===== src/rtl/warp_line_coalescer.sv =====
// Coalesces one warp's per-lane word addresses into one memory-line request per distinct line.
// Define COALESCE_STAT_EN to add saturating vector/line counters (o_stat_vecs, o_stat_lines).
module warp_line_coalescer #(
  parameter int VSIZE   = 32,
  parameter int ABW     = 32,
  parameter int NCFG_BW = 3,
  parameter int LINE_BW = 3,
  parameter int LBW     = ABW - LINE_BW
) (
  input  logic                     i_clk,
  input  logic                     i_rst,
  input  logic                     addrval_rdy,
  output logic                     addrval_ack,
  input  logic [NCFG_BW-1:0]       i_id,
  input  logic [ABW*VSIZE-1:0]     i_address,
  input  logic [VSIZE-1:0]         i_valid,
  input  logic                     i_retire,
  output logic                     line_rdy,
  input  logic                     line_ack,
  output logic [NCFG_BW-1:0]       o_id,
  output logic [LBW-1:0]           o_line_addr,
  output logic [VSIZE-1:0]         o_lane_mask,
  output logic [LINE_BW*VSIZE-1:0] o_word_sel,
  output logic                     o_retire,
  output logic                     o_last
`ifdef COALESCE_STAT_EN
  ,
  output logic [15:0]              o_stat_vecs,
  output logic [15:0]              o_stat_lines
`endif
);

  localparam int LW = (VSIZE > 1) ? $clog2(VSIZE) : 1;

  logic                 busy_q;
  logic [NCFG_BW-1:0]   id_q;
  logic [ABW*VSIZE-1:0] addr_q;
  logic                 retire_q;
  logic [VSIZE-1:0]     pend_q;

  logic [LBW-1:0]   line_of [VSIZE];
  logic [LW-1:0]    leader;
  logic             found;
  logic [LBW-1:0]   lead_line;
  logic [VSIZE-1:0] match;
  logic             last;
  logic             accept;
  logic             take;

  for (genvar g = 0; g < VSIZE; g++) begin : g_lane
    assign line_of[g] = addr_q[g*ABW+LINE_BW +: LBW];
    assign o_word_sel[g*LINE_BW +: LINE_BW] = addr_q[g*ABW +: LINE_BW];
    assign match[g] = pend_q[g] && (line_of[g] == lead_line);
  end

  // Leader is the lowest pending lane; requests therefore come out in ascending lane order.
  always_comb begin
    leader = '0;
    found  = 1'b0;
    for (int i = 0; i < VSIZE; i++) begin
      if (pend_q[i] && !found) begin
        leader = LW'(i);
        found  = 1'b1;
      end
    end
  end

  // An empty retiring vector has no leader and reports line 0.
  assign lead_line   = found ? line_of[leader] : '0;
  assign last        = busy_q && (match == pend_q);
  assign line_rdy    = busy_q;
  assign o_id        = id_q;
  assign o_line_addr = busy_q ? lead_line : '0;
  assign o_lane_mask = busy_q ? match : '0;
  assign o_last      = last;
  assign o_retire    = retire_q && last;

  assign take        = busy_q && line_ack;
  assign accept      = addrval_rdy && (!busy_q || (line_ack && last));
  assign addrval_ack = accept;

  always_ff @(posedge i_clk or negedge i_rst) begin
    if (!i_rst) begin
      busy_q   <= 1'b0;
      id_q     <= '0;
      addr_q   <= '0;
      retire_q <= 1'b0;
      pend_q   <= '0;
    end else if (accept) begin
      busy_q   <= (i_valid != '0) || i_retire;
      id_q     <= i_id;
      addr_q   <= i_address;
      retire_q <= i_retire;
      pend_q   <= i_valid;
    end else if (take) begin
      pend_q <= pend_q & ~match;
      if (last) busy_q <= 1'b0;
    end
  end

`ifdef COALESCE_STAT_EN
  logic [15:0] vecs_q;
  logic [15:0] lines_q;

  always_ff @(posedge i_clk or negedge i_rst) begin
    if (!i_rst) begin
      vecs_q  <= '0;
      lines_q <= '0;
    end else begin
      if (accept && (vecs_q != 16'hFFFF)) vecs_q <= vecs_q + 16'd1;
      if (take && (lines_q != 16'hFFFF)) lines_q <= lines_q + 16'd1;
    end
  end

  assign o_stat_vecs  = vecs_q;
  assign o_stat_lines = lines_q;
`endif

endmodule


===== config.mk =====
export PLATFORM = sky130hd
export DESIGN_NAME = warp_line_coalescer
export DESIGN_NICKNAME = d
export VERILOG_FILES = /design/src/rtl/warp_line_coalescer.sv
export SDC_FILE = /design/constraint.sdc
export NUM_CORES = 2
export LEC_CHECK = 0
export CORE_AREA = 2 2 482 484
export DETAILED_ROUTE_END_ITERATION = 8
export DIE_AREA = 0 0 484 486
export PLACE_DENSITY = 0.48
export SETUP_SLACK_MARGIN = 0.05
export SYNTH_ARGS = -nofsm -noshare
export SYNTH_HDL_FRONTEND = slang
export SYNTH_SLANG_ARGS = --single-unit

===== constraint.sdc =====
create_clock -name i_clk -period 6.6 [get_ports i_clk]
set_input_delay 1.32 -clock i_clk [delete_from_list [all_inputs] [get_ports i_clk]]
set_output_delay 1.32 -clock i_clk [all_outputs]
set_load 0.01 [all_outputs]

* After elaboration in Yosys (flattened, before gate mapping) *
Index checks and enable logic that the tools add are counted.

operators by class
  order comparisons = 1
  reduce and logical (&&, ||, !) cells = 106
  muxes and demuxes = 74
  equal/unequal tests = 33
  bitwise logic cells = 3

operator list
  operator                                    number
  29-bit equality test                        32
  29-bit binary-select mux with 5-bit select  1
  5-bit 2-to-1 mux                            29
  29-bit 2-to-1 mux                           4
  32-bit 2-to-1 mux                           3
  1-bit logical AND                           68
  1-bit 2-to-1 mux                            36
  32-bit AND                                  1
  32-bit equality test                        1
  1-bit logical NOT                           32
  32-bit inverter                             1
  32-bit nonzero test                         1
  6-bit >= comparator, second input constant  1
  5-bit inverter with 6-bit output            1
  2-bit nonzero test                          2
  1-bit logical OR                            2
  2-bit 2-to-1 mux                            1
  2-bit AND reduction                         1

storage, ports and cells
  logic and storage cells = 222
  input port bits = 1,064
  flip-flop bits (word level) = 1,061
  output and inout port bits = 164

* Logic depth before layout (Yosys ltp) *
  word-level depth = 108
  depth in mapped cells = 29
  gate-level depth less buffers = 18

* Worst setup path before layout *
No wires, ideal clock.

  path kind = reg2out
  from = register pend_q[7]
  to = output addrval_ack
  path buffers = 8
  data required time = 5,280 ps
  stages on the path, launching flop included = 26
  slack = -604 ps
  data arrival time = 5,884 ps
  cells stage by stage = dfrtp_1 -> or4_1 -> nor4_4 -> o2111ai_2 -> nand4_1 -> buf_4 -> buf_2 -> clkbuf_1 -> clkbuf_1 -> mux2i_1 -> nor3_1 -> a211oi_1 -> o31ai_1 -> nor3_2 -> buf_4 -> xnor2_1 -> nor4_1 -> nand4_1 -> o41ai_1 -> o2111ai_1 -> nor4_2 -> a32oi_1 -> buf_2 -> buf_6 -> buf_2 -> clkinv_1

between the ends
  word-level cells in the longest chain between the ends = 86
  elaborated cells on any way between the ends = 173
  classes of those cells = 33 x eq/ne; 54 x mux; 1 x bitwise; 85 x reduce/logical

ends and longest elaborated chain
  item                    line  source
  start, declared         39    logic [VSIZE-1:0] pend_q;
  start signal, assigned  94    pend_q <= i_valid;
  start signal, assigned  96    pend_q <= pend_q & ~match;
  1-bit logical AND       61    if (pend_q[i] && !found) begin
  1-bit 2-to-1 mux        61
  1-bit logical NOT       61
  1-bit logical AND       61
  1-bit 2-to-1 mux        61
  1-bit logical NOT       61
  1-bit logical AND       61
  1-bit 2-to-1 mux        61
  (+70 left out)          --
  29-bit 2-to-1 mux       69    assign lead_line = found ? line_of[leader] : '0;
  29-bit equality test    53    assign match[g] = pend_q[g] && (line_of[g] == lead_line);
  1-bit logical AND       53
  32-bit equality test *  70    assign last = busy_q && (match == pend_q);
  1-bit logical AND *     70
  1-bit logical AND *     79    assign accept = addrval_rdy && (!busy_q || (line_ack && last));
  1-bit logical OR *      79
  1-bit logical AND *     79
  end, declared           13    output logic addrval_ack,

Mark *: on every way between the ends. The rest lies on a longest branch, timed or not. The select of a mux whose other input is x is not followed.

* Worst setup path after layout *
  from = register pend_q[0]
  to = output o_retire

between the ends
  word-level cells in the longest chain between the ends = 104
  elaborated cells on any way between the ends = 197
  classes of those cells = 33 x eq/ne; 67 x mux; 1 x bitwise; 96 x reduce/logical

ends and longest elaborated chain
  item                                                  line  source
  1-bit 2-to-1 mux                                      61
  1-bit logical NOT                                     61
  1-bit logical AND                                     61
  1-bit 2-to-1 mux                                      61
  1-bit logical NOT                                     61
  1-bit logical AND                                     61
  1-bit 2-to-1 mux                                      61
  1-bit logical NOT                                     61
  (+87 left out)                                        --
  29-bit binary-select mux with 5-bit select            69
  29-bit 2-to-1 mux (implied by the code) (2 in a row)  69
  29-bit 2-to-1 mux                                     69
  29-bit equality test                                  53
  1-bit logical AND                                     53
  32-bit equality test *                                70
  1-bit logical AND *                                   70
  1-bit logical AND *                                   76    assign o_retire = retire_q && last;
  end, declared                                         24    output logic o_retire,

Marks and branches as above.

==> reports/summary.txt <==
Status: complete, but fails checks
Failing checks: setup timing
Vias in the first global route: 55.9k
Pin count of the biggest net entering global routing: 146
MaxCap Viol Count: 0
Grt total ovfl: 0
Die Height: 486 um
#FFs+latches synth: 1061
NetSw: 10.3 mW
Worst R2R Path Depth: 32
Vias: 54.5k
RSZ-0062 raised after global routing: yes
Sequential fraction of the synthesis area: 44.5%
Clock share of power: 28.9%
Tot Pwr: 27.7 mW
Critical path class: flip-flop to output pin
# rows: 176
Tmin final: 8.85 ns
Actual slew at the worst max-slew pin: 1.16 ns
CP arrival: 7.53 ns
Final setup viols: 1124
Initial Utilization: 26.0%
Worst setup SP type: flip-flop
Core ar.: 229000 sq um
Setup WS post-layout: -2.25 ns
Leakage: 40.8 nW
Hold EP: addr_q[801]$_DFFE_PN0P_
Gp weighted congestion: 0.970
Initial DRC Count: 4756
FFs w/ async S/R, synth: 100%
Die X: 484 um
Relative slew slack: 22.1%
Drt total wl: 409000 um
Top_reg_cell synth: dfrtp_1
1st-pass router iterations: 5
IO Port Bufs: 1227
Area occupied by registers: 26600 sq um
HP Start: addr_q[801]$_DFFE_PN0P_
Logic pwr share: 42.2%
Routed vias/inst: 5.13
Area share of the leading cell type in the synthesized netlist: 44.5%
Synthesis-to-finish area growth: 59.5%
Layout cells sized above 1: 38.0%
Slew Limit Fails: 0
Slowest stage delay, CP: 0.61 ns
DP Cell Count: 9973
Net switching fraction of the power: 37.3%
Cells after Synth: 5254
Peak supply drop: 230 uV
Antenna violations before repair: 131
Ys Warns: 0
CTS tree: done
Most common cell after layout, fill and taps aside: clkdlybuf4s50_1
Final HPWL DP: 326000 um
Non-filler cells, final: 10.6k
CTS Sinks: 1061
Mean area per synthesized cell: 11.4 sq um
Deepest clock path buffer count: 3
Cells taking the most area after synthesis: dfrtp_1 (45%), mux2_2 (17%), xnor2_1 (10%), mux2i_1 (3.8%), mux2_1 (3.2%)
Req. time, crit path: 5.28 ns
Reg2reg setup slack: -1.18 ns
Post-DRT Antenna Nets: 0
Fin. Hold Viols: 0
Internal: 17.4 mW
Power Density: 291 nW/um^2
Reg clk slew, reported paths: 0.06 ns
Syn Nets: 6318
Worst flop-to-flop path endpoint: addr_q[533]$_DFFE_PN0P_
Avg WL per Cell: 38.5 um
Fill cells: 22.2k
DRC: 0
Post-Syn Area: 59600 sq um
Pre-CTS setup slack: -3.27 ns
Worst Setup SP: pend_q[0]$_DFFE_PN0P_
# IOs: 1228
Clock skew: 0.0353 ns
Clock Latency Late Sink: 0.83 ns
First-pass GRT wire length: 526000 um
Nets@finish: 8480
Post-synth top area cell: dfrtp_1
Hold path depth: 1
Crit. End Element: output pin
Area of the multi-input gates: 34100 sq um
Hold crit path type: flip-flop to flip-flop
Synth unique cells: 74
Final Cycle Share: 134%
Reg2Reg Launch Point: pend_q[0]$_DFFE_PN0P_
Final core utilization: 41.5%
Clk root buf: clkbuf_16
GRT Util Overall: 33.3%
Most common cell on crit path: buf_6
Seq pwr share: 28.9%
Post-synth EDFFs: 0
Die area: 235000 sq um
F_max: 113 MHz
Inserted Clock Buffers: 139
Crit path max fanout: 6
Commonest non-fill, non-tap cells in the layout: clkdlybuf4s50_1 (1192), dfrtp_1 (1058), buf_4 (882)
Slowest CP cell: or4_4
CTS H-tree lvls: 4
stage by stage:
| step | hold WS, ns | cell area [sq um] | setup TNS (ns) |
|---|---|---|---|
| 2_1_floorplan | 0.465 | 60000 | -0.0106 |
| 3_3_place_gp | 0.473 | 81700 | -2471.86 |
| 3_5_place_dp | 0.482 | 81700 | -2480.49 |
| 4_1_cts | 0.495 | 91800 | -940.53 |
| 5_1_grt | 0.512 | 95100 | -1145.43 |
| 6_report | 0.492 | 95100 | -1083.10 |
layout make-up:
class	instances	area share (%)
sequential	1061	27.9
clock inverter	50	0.723
inverter	19	0.0802
timing repair buffer	2485	27.0
antenna	54	0.142
tap	3026	3.98
multi-input combinational	3710	35.8
clock buffer	205	4.29
timing repair:
action	in CTS	in global routing
endpoints found under the setup margin	1124	1124
buffers inserted	201	108
gates resized for setup	656	335
pin swaps	184	182
cloned	18	34
hold buffers	0	0
critical path: cells and delay by family, from the launching register on:
family,cells,cell delay (ns)
AND/OR/NAND/NOR,13,3.45
buffers and inverters,14,2.11
AO/OA/AOI/OAI,3,0.54
flip-flops,1,0.40
XOR/XNOR,1,0.11
kinds of logic after synthesis:
| kind of cell | count (synthesis) | synth area share (%) |
|---|---|---|
| flops | 1061 | 44.5 |
| simple gates | 1121 | 9.41 |
| xor+xnor | 899 | 13.2 |
| compound gates | 414 | 4.75 |
| mux | 1276 | 23.6 |
| buf+inv | 483 | 4.51 |
layer usage:
layer	global-route usage [%]	vias to the layer above	wire [um]
met5	0	-	319
met4	17.0	52	23800
met3	7.54	719	28300
met2	52.4	2670	185000
met1	42.6	28000	171000
li1	-	23000	-
Yosys cell counts (6+ instances only):
library cell	number
a21boi_0	8
a21o_1	9
a21oi_1	113
a31oi_1	26
a32o_1	9
a32oi_1	73
and3_1	50
and4_1	19
and4b_1	6
buf_1	26
buf_2	218
buf_4	127
buf_6	17
clkbuf_1	76
dfrtp_1	1061
inv_1	17
mux2_1	171
mux2_2	879
mux2i_1	226
nand2_1	494
nand3_1	91
nand4_1	89
nor2_1	78
nor3_1	47
nor4_1	198
o2111ai_1	10
o21ai_0	40
o22ai_1	56
o31ai_1	11
o41ai_1	12
or4_1	14
xnor2_1	692
xor2_1	207
sequential cells by signal, summed over array words and instances, names as in the netlist:
register and flops:
retire_q 1, pend_q 32, addr_q 1024, line_rdy 1, o_id 3
worst max-delay path by stage:
stage,slack [ns],to,depth (start not counted)
after CTS,-2.20,o_retire,32
after floorplan,-0.01,addrval_ack,26
after global placement,-3.26,o_retire,25
final,-2.25,o_retire,31
after global routing,-2.30,o_retire,35
after detailed placement,-3.27,o_retire,25
power by group through the flow:
stage               logic [mW]  registers, mW  clock network, mW
floorplan                 4.44           7.58                  0
global placement          9.53           8.07                  0
detailed placement        9.48           8.07                  0
CTS                       10.8           7.98               8.18
global route              12.0           8.03               8.43
finish                    11.7           8.01               8.00
(Power assumes the default switching activity.)
